**config.mk**
```make
export PLATFORM = sky130hd
export DESIGN_NAME = icg_ctrl_multi
export DESIGN_NICKNAME = d
export VERILOG_FILES = /design/src/rtl/icg_ctrl_multi.sv
export SDC_FILE = /design/constraint.sdc
export NUM_CORES = 1
export LEC_CHECK = 0
export BUFFER_PORTS_ARGS = -buffer_cell sky130_fd_sc_hd__buf_2
export CORE_UTILIZATION = 30
export CTS_CLUSTER_DIAMETER = 50
export DETAILED_ROUTE_END_ITERATION = 10
export PLACE_DENSITY = 0.5
export SLEW_MARGIN = 10
export SYNTH_ARGS = -nofsm -noshare
export SYNTH_HDL_FRONTEND = slang
export SYNTH_SLANG_ARGS = --single-unit
```
**constraint.sdc**
```tcl
create_clock -name ck_in -period 2.8 [get_ports ck_in]
set_input_delay 0.56 -clock ck_in [delete_from_list [all_inputs] [get_ports ck_in]]
set_output_delay 0.56 -clock ck_in [all_outputs]
set_load 0.05 [all_outputs]
```
**src/rtl/icg_ctrl_multi.sv**
```systemverilog
// Multi-channel clock-gating controller: per-channel RUN/OFF/WAKE sequencing with
// idle auto-gating, software enable and a req/ack wake handshake, driving latch-based ICGs.
module icg_ctrl_multi #(
  parameter int unsigned NCH      = 4,
  parameter int unsigned CNT_W    = 8,
  parameter int unsigned WAKE_CYC = 2
) (
  input  logic             ck_in,
  input  logic             rst_n,
  input  logic             test,
  input  logic [NCH-1:0]   ch_en,
  input  logic [NCH-1:0]   ch_idle,
  input  logic [CNT_W-1:0] idle_thr,
  input  logic [NCH-1:0]   wake_req,
  output logic [NCH-1:0]   wake_ack,
  output logic [NCH-1:0]   ck_out,
  output logic [NCH-1:0]   ch_gated
);

  typedef enum logic [1:0] {
    ST_RUN  = 2'd0,
    ST_OFF  = 2'd1,
    ST_WAKE = 2'd2
  } state_e;

  localparam logic [CNT_W:0]   WAKE_LIM = (CNT_W+1)'(WAKE_CYC);
  localparam logic [CNT_W-1:0] CNT_MAX  = {CNT_W{1'b1}};

  for (genvar g = 0; g < NCH; g++) begin : g_ch
    state_e           state_q, state_d;
    logic [CNT_W-1:0] cnt_q, cnt_d;
    logic [CNT_W:0]   cnt_inc;
    logic [CNT_W-1:0] cnt_sat;
    logic             gate_en_q, gate_en_d;
    logic             gated_q, gated_d;
    logic             ack_q, ack_d;
    logic             en_prev_q;
    logic             gate_lat;

    assign cnt_inc = {1'b0, cnt_q} + (CNT_W+1)'(1);
    assign cnt_sat = cnt_inc[CNT_W] ? CNT_MAX : cnt_inc[CNT_W-1:0];

    // Next-state logic; priority is ch_en=0 over wake over idle in every state.
    always_comb begin
      state_d = state_q;
      cnt_d   = cnt_q;
      unique case (state_q)
        ST_RUN: begin
          if (!ch_en[g]) begin
            state_d = ST_OFF;
            cnt_d   = '0;
          end else if (wake_req[g] || !ch_idle[g]) begin
            cnt_d = '0;
          end else if (idle_thr != '0) begin
            // >= so a threshold lowered below the running count gates on the next idle cycle
            if (cnt_sat >= idle_thr) begin
              state_d = ST_OFF;
              cnt_d   = '0;
            end else begin
              cnt_d = cnt_sat;
            end
          end
        end
        ST_OFF: begin
          if (ch_en[g] && (wake_req[g] || !en_prev_q)) begin
            state_d = ST_WAKE;
            cnt_d   = '0;
          end
        end
        ST_WAKE: begin
          if (!ch_en[g]) begin
            state_d = ST_OFF;
            cnt_d   = '0;
          end else if (cnt_inc >= WAKE_LIM) begin
            state_d = ST_RUN;
            cnt_d   = '0;
          end else begin
            cnt_d = cnt_inc[CNT_W-1:0];
          end
        end
        default: begin
          state_d = ST_RUN;
          cnt_d   = '0;
        end
      endcase
      gate_en_d = (state_d != ST_OFF);
      gated_d   = (state_d == ST_OFF);
      ack_d     = (state_d == ST_RUN) && wake_req[g] && ch_en[g];
    end

    always_ff @(posedge ck_in or negedge rst_n) begin
      if (!rst_n) begin
        state_q   <= ST_RUN;
        cnt_q     <= '0;
        gate_en_q <= 1'b1;
        gated_q   <= 1'b0;
        ack_q     <= 1'b0;
        en_prev_q <= 1'b0;
      end else begin
        state_q   <= state_d;
        cnt_q     <= cnt_d;
        gate_en_q <= gate_en_d;
        gated_q   <= gated_d;
        ack_q     <= ack_d;
        en_prev_q <= ch_en[g];
      end
    end

    // Gating latch, transparent in the low phase so enable changes land only at a rising edge.
    always_latch begin
      if (!ck_in) gate_lat = gate_en_q | test;
    end

    assign ck_out[g]   = ck_in & gate_lat;
    assign ch_gated[g] = gated_q;
    assign wake_ack[g] = ack_q;
  end

endmodule

```
==> out/qor.yml <==
design.core.area_um2: 14600
grt_antenna_before_repair: 0
critical_path.startpoint_type: "latch"
setup_ws_ps: -301
initial_utilization: 0.309
wire_length_of_the_first_global_routing_pass_um: 20000
grt_start_max_net_pins: 33
die-height_um: 125
placement.setup.worst_slack_ps: -60.8
grt_usage: 0.163
final_layout_size_suffix_gt1_frac: 0.260
synth.mux.area_fraction: 0.00664
final_total_pwr_mw: 3.77
drt_iter0_drc: 160
overflow: 0
tightestPinTransition_ps: 615
vias: 4108
worstPathRequired_ps: 2240
drt-total-wl_um: 11900
worst_skew_pair.late_latency_ps: 440
synth_xor_area_frac: 0.0136
timing.critical_path.fanout_max: 1
timing.final.hold_violations: 0
die-area_um2: 15600
routed_len_inst_um: 15.4
clkTransAtPathRegs_ps: 50
num_rows: 44
rr_startpoint: "g_ch[0].cnt_q[0]"
place_hpwl_um: 8690
critical_path_class: "latch2out"
rsz0062_at_grt: "true"
setup_viol_count_final: 8
synthesis.instances: 513
firstDrtPassIters: 7
async_set_reset_flop_share_out_of_synthesis: 0.933
maxCapViolations: 0
synth_edf_count: 0
io_pins: 35
synth_ff_type: "dfrtp_1"
cellLeakagePower_nw: 2.67
area_delta_synth_final_pct: 24.6
via_per_inst: 5.35
gp_congestion: 0.901
number_of_library_cell_types_mapped_by_synthesis: 73
post-route-drc-count: 2
failed_checks: "design-rule violations, negative setup slack"
tritoncts_clock_tree: "built"
nNetsFinal: 641
final_core_util: 0.384
critPathLaunch: "g_ch[1].gate_lat"
combinational_family_with_the_most_area_after_synthesis: "simple AND/OR/NAND/NOR gates"
yosys.area_share.adder: 0.111
power.ir.vdd_worst_mv: 0.871
final_max_slew_viol_count: 0
ys.warnings.count: 0
die_width_um: 125
ff2ff_path_depth: 11
run_status: "finished, violations left"
mappedNetlistArea_um2: 4520
synth-seq-cells: 60
syn-num-nets: 576
synth_simple_gate_area_share: 0.257
synthesized_area_fraction_occupied_by_ao_oa_aoi_and_oai_cells: 0.221
critical_path.endpoint_type: "output pin"
timing.critical_path.arrival_ps: 2540
postSynthAreaPerCell_um2: 8.81
slew-limit-headroom: 0.590
cts.hold.buffers_added: 0
power_density_nw_per_um2: 669
finClkSkew_ps: 4.74
hp-class: "in2async"
insertedDiodeCount: 0
io_buffers: 34
number_of_global_route_vias_before_repair: 4213
postRouteAntennaNets: 0
[cell usage in the layout, fill, tap and decap left out, types with 5 or more instances in the layout]
cell type	Yosys	layout
nand2b_1	12	12
a31oi_1	9	9
a21oi_1	15	14
o21ai_1	3	5
nand4_1	12	12
and3_1	11	7
and2_4	0	5
xnor2_1	7	6
a21o_1	9	9
ha_1	40	37
nand2_1	47	47
dfrtp_1	52	52
nor2_1	24	22
o21bai_1	5	5
buf_2	6	30
o21ai_0	23	20
and4_1	5	5
nand3_1	25	24
inv_1	31	31
buf_4	11	41
o21a_1	8	8
a22o_1	8	8
or3_1	6	5
a32o_1	5	5
clkbuf_16	0	13
and2_1	15	10
a211oi_1	9	5
nor3_1	13	12
nor2b_1	6	6
[logic make-up after synthesis]
group	after synthesis
multiplexers	3
AND/OR/NAND/NOR	206
XOR/XNOR	7
adder cells (fa/ha/maj)	40
AO/OA/AOI/OAI	137
buffers and inverters	60
flip-flops	56
latches	4
[state kept, by name, summed over array words and instances (netlist names)]
| name | count |
|---|---|
| g_ch.ack_q | 4 |
| g_ch.gate_en_q | 4 |
| g_ch.state_q | 8 |
| g_ch.gated_q | 4 |
| g_ch.gate_lat | 4 |
| g_ch.cnt_q | 32 |
| g_ch.en_prev_q | 4 |
[final timing paths]
check	slack [ps]	endpoint
max	-300	ck_out[1]
min	120	g_ch[0].ack_q
max reg2reg	110	g_ch[0].gate_en_q
min reg2reg	510	g_ch[3].state_q[1]
max in group asynchronous	2000	g_ch[2].gate_en_q
min in group ck_in	280	g_ch[2].en_prev_q
[through the flow]
| step | std cells | cell area [um2] | hold WS, ps | setup TNS (ps) |
|---|---|---|---|---|
| global route | 768 | 5630 | 180 | -1450 |
| detailed placement | 744 | 5080 | 504 | -180 |
| global placement | 744 | 5080 | 485 | -131 |
| finish | 768 | 5630 | 123 | -1190 |
| CTS | 765 | 5510 | 158 | -1240 |
| floorplan | 513 | 4550 | 264 | 0 |
[power by group]
part           internal, mW  switching, mW
Clock                  1.04          0.708
Combinational         0.351          0.557
Sequential             1.01          0.104
[per-layer routing]
metal	part of all wire	global-route usage	wire [um]
met2	0.48	0.267	5660
met4	0.025	0.0770	293
met1	0.44	0.194	5220
met3	0.057	0.0498	680
met5	0	0	0
[worst max-delay path, stage by stage (launching register included)]
cell	delay (ps)
dlxtn_1	400
and2_4	140
buf_8	140
[cell type report]
cell class	instances	area, um2
Sequential cell	60	1470
Clock inverter	5	28.8
Inverter	31	116
Fill cell	1463	9010
Tap cell	184	230
Multi-Input combinational cell	393	2880
Clock buffer	20	397
Timing Repair Buffer	75	508
[synth_stat cells (all sizes together), types with 5 or more instances]
cell | instances | area, um2
nor3 | 16 | 95.1
and4 | 5 | 43.8
a21o | 9 | 67.6
nor2b | 6 | 37.5
o21a | 8 | 60.1
dfrtp | 52 | 1300
ha | 40 | 500
nand2b | 12 | 75.1
nor2 | 24 | 90.1
buf | 21 | 158
and2 | 17 | 108
o21ai | 26 | 130
clkbuf | 8 | 30.0
a32o | 5 | 50.1
xnor2 | 7 | 61.3
a211oi | 10 | 87.6
inv | 31 | 116
o21bai | 5 | 37.5
and3 | 11 | 68.8
nand4 | 13 | 87.6
nand2 | 47 | 176
or3 | 7 | 48.8
a21oi | 15 | 75.1
nand3 | 26 | 135
a31oi | 9 | 56.3
a22o | 8 | 70.1
[timing repair]
action / in CTS / in global routing
buffers inserted: 0 / 2
endpoints found under the setup margin: 14 / 49
gates cloned: 0 / 1
resized for setup: 19 / 30
pin swaps: 4 / 5
No activity file was read; power rests on OpenSTA's default activity.
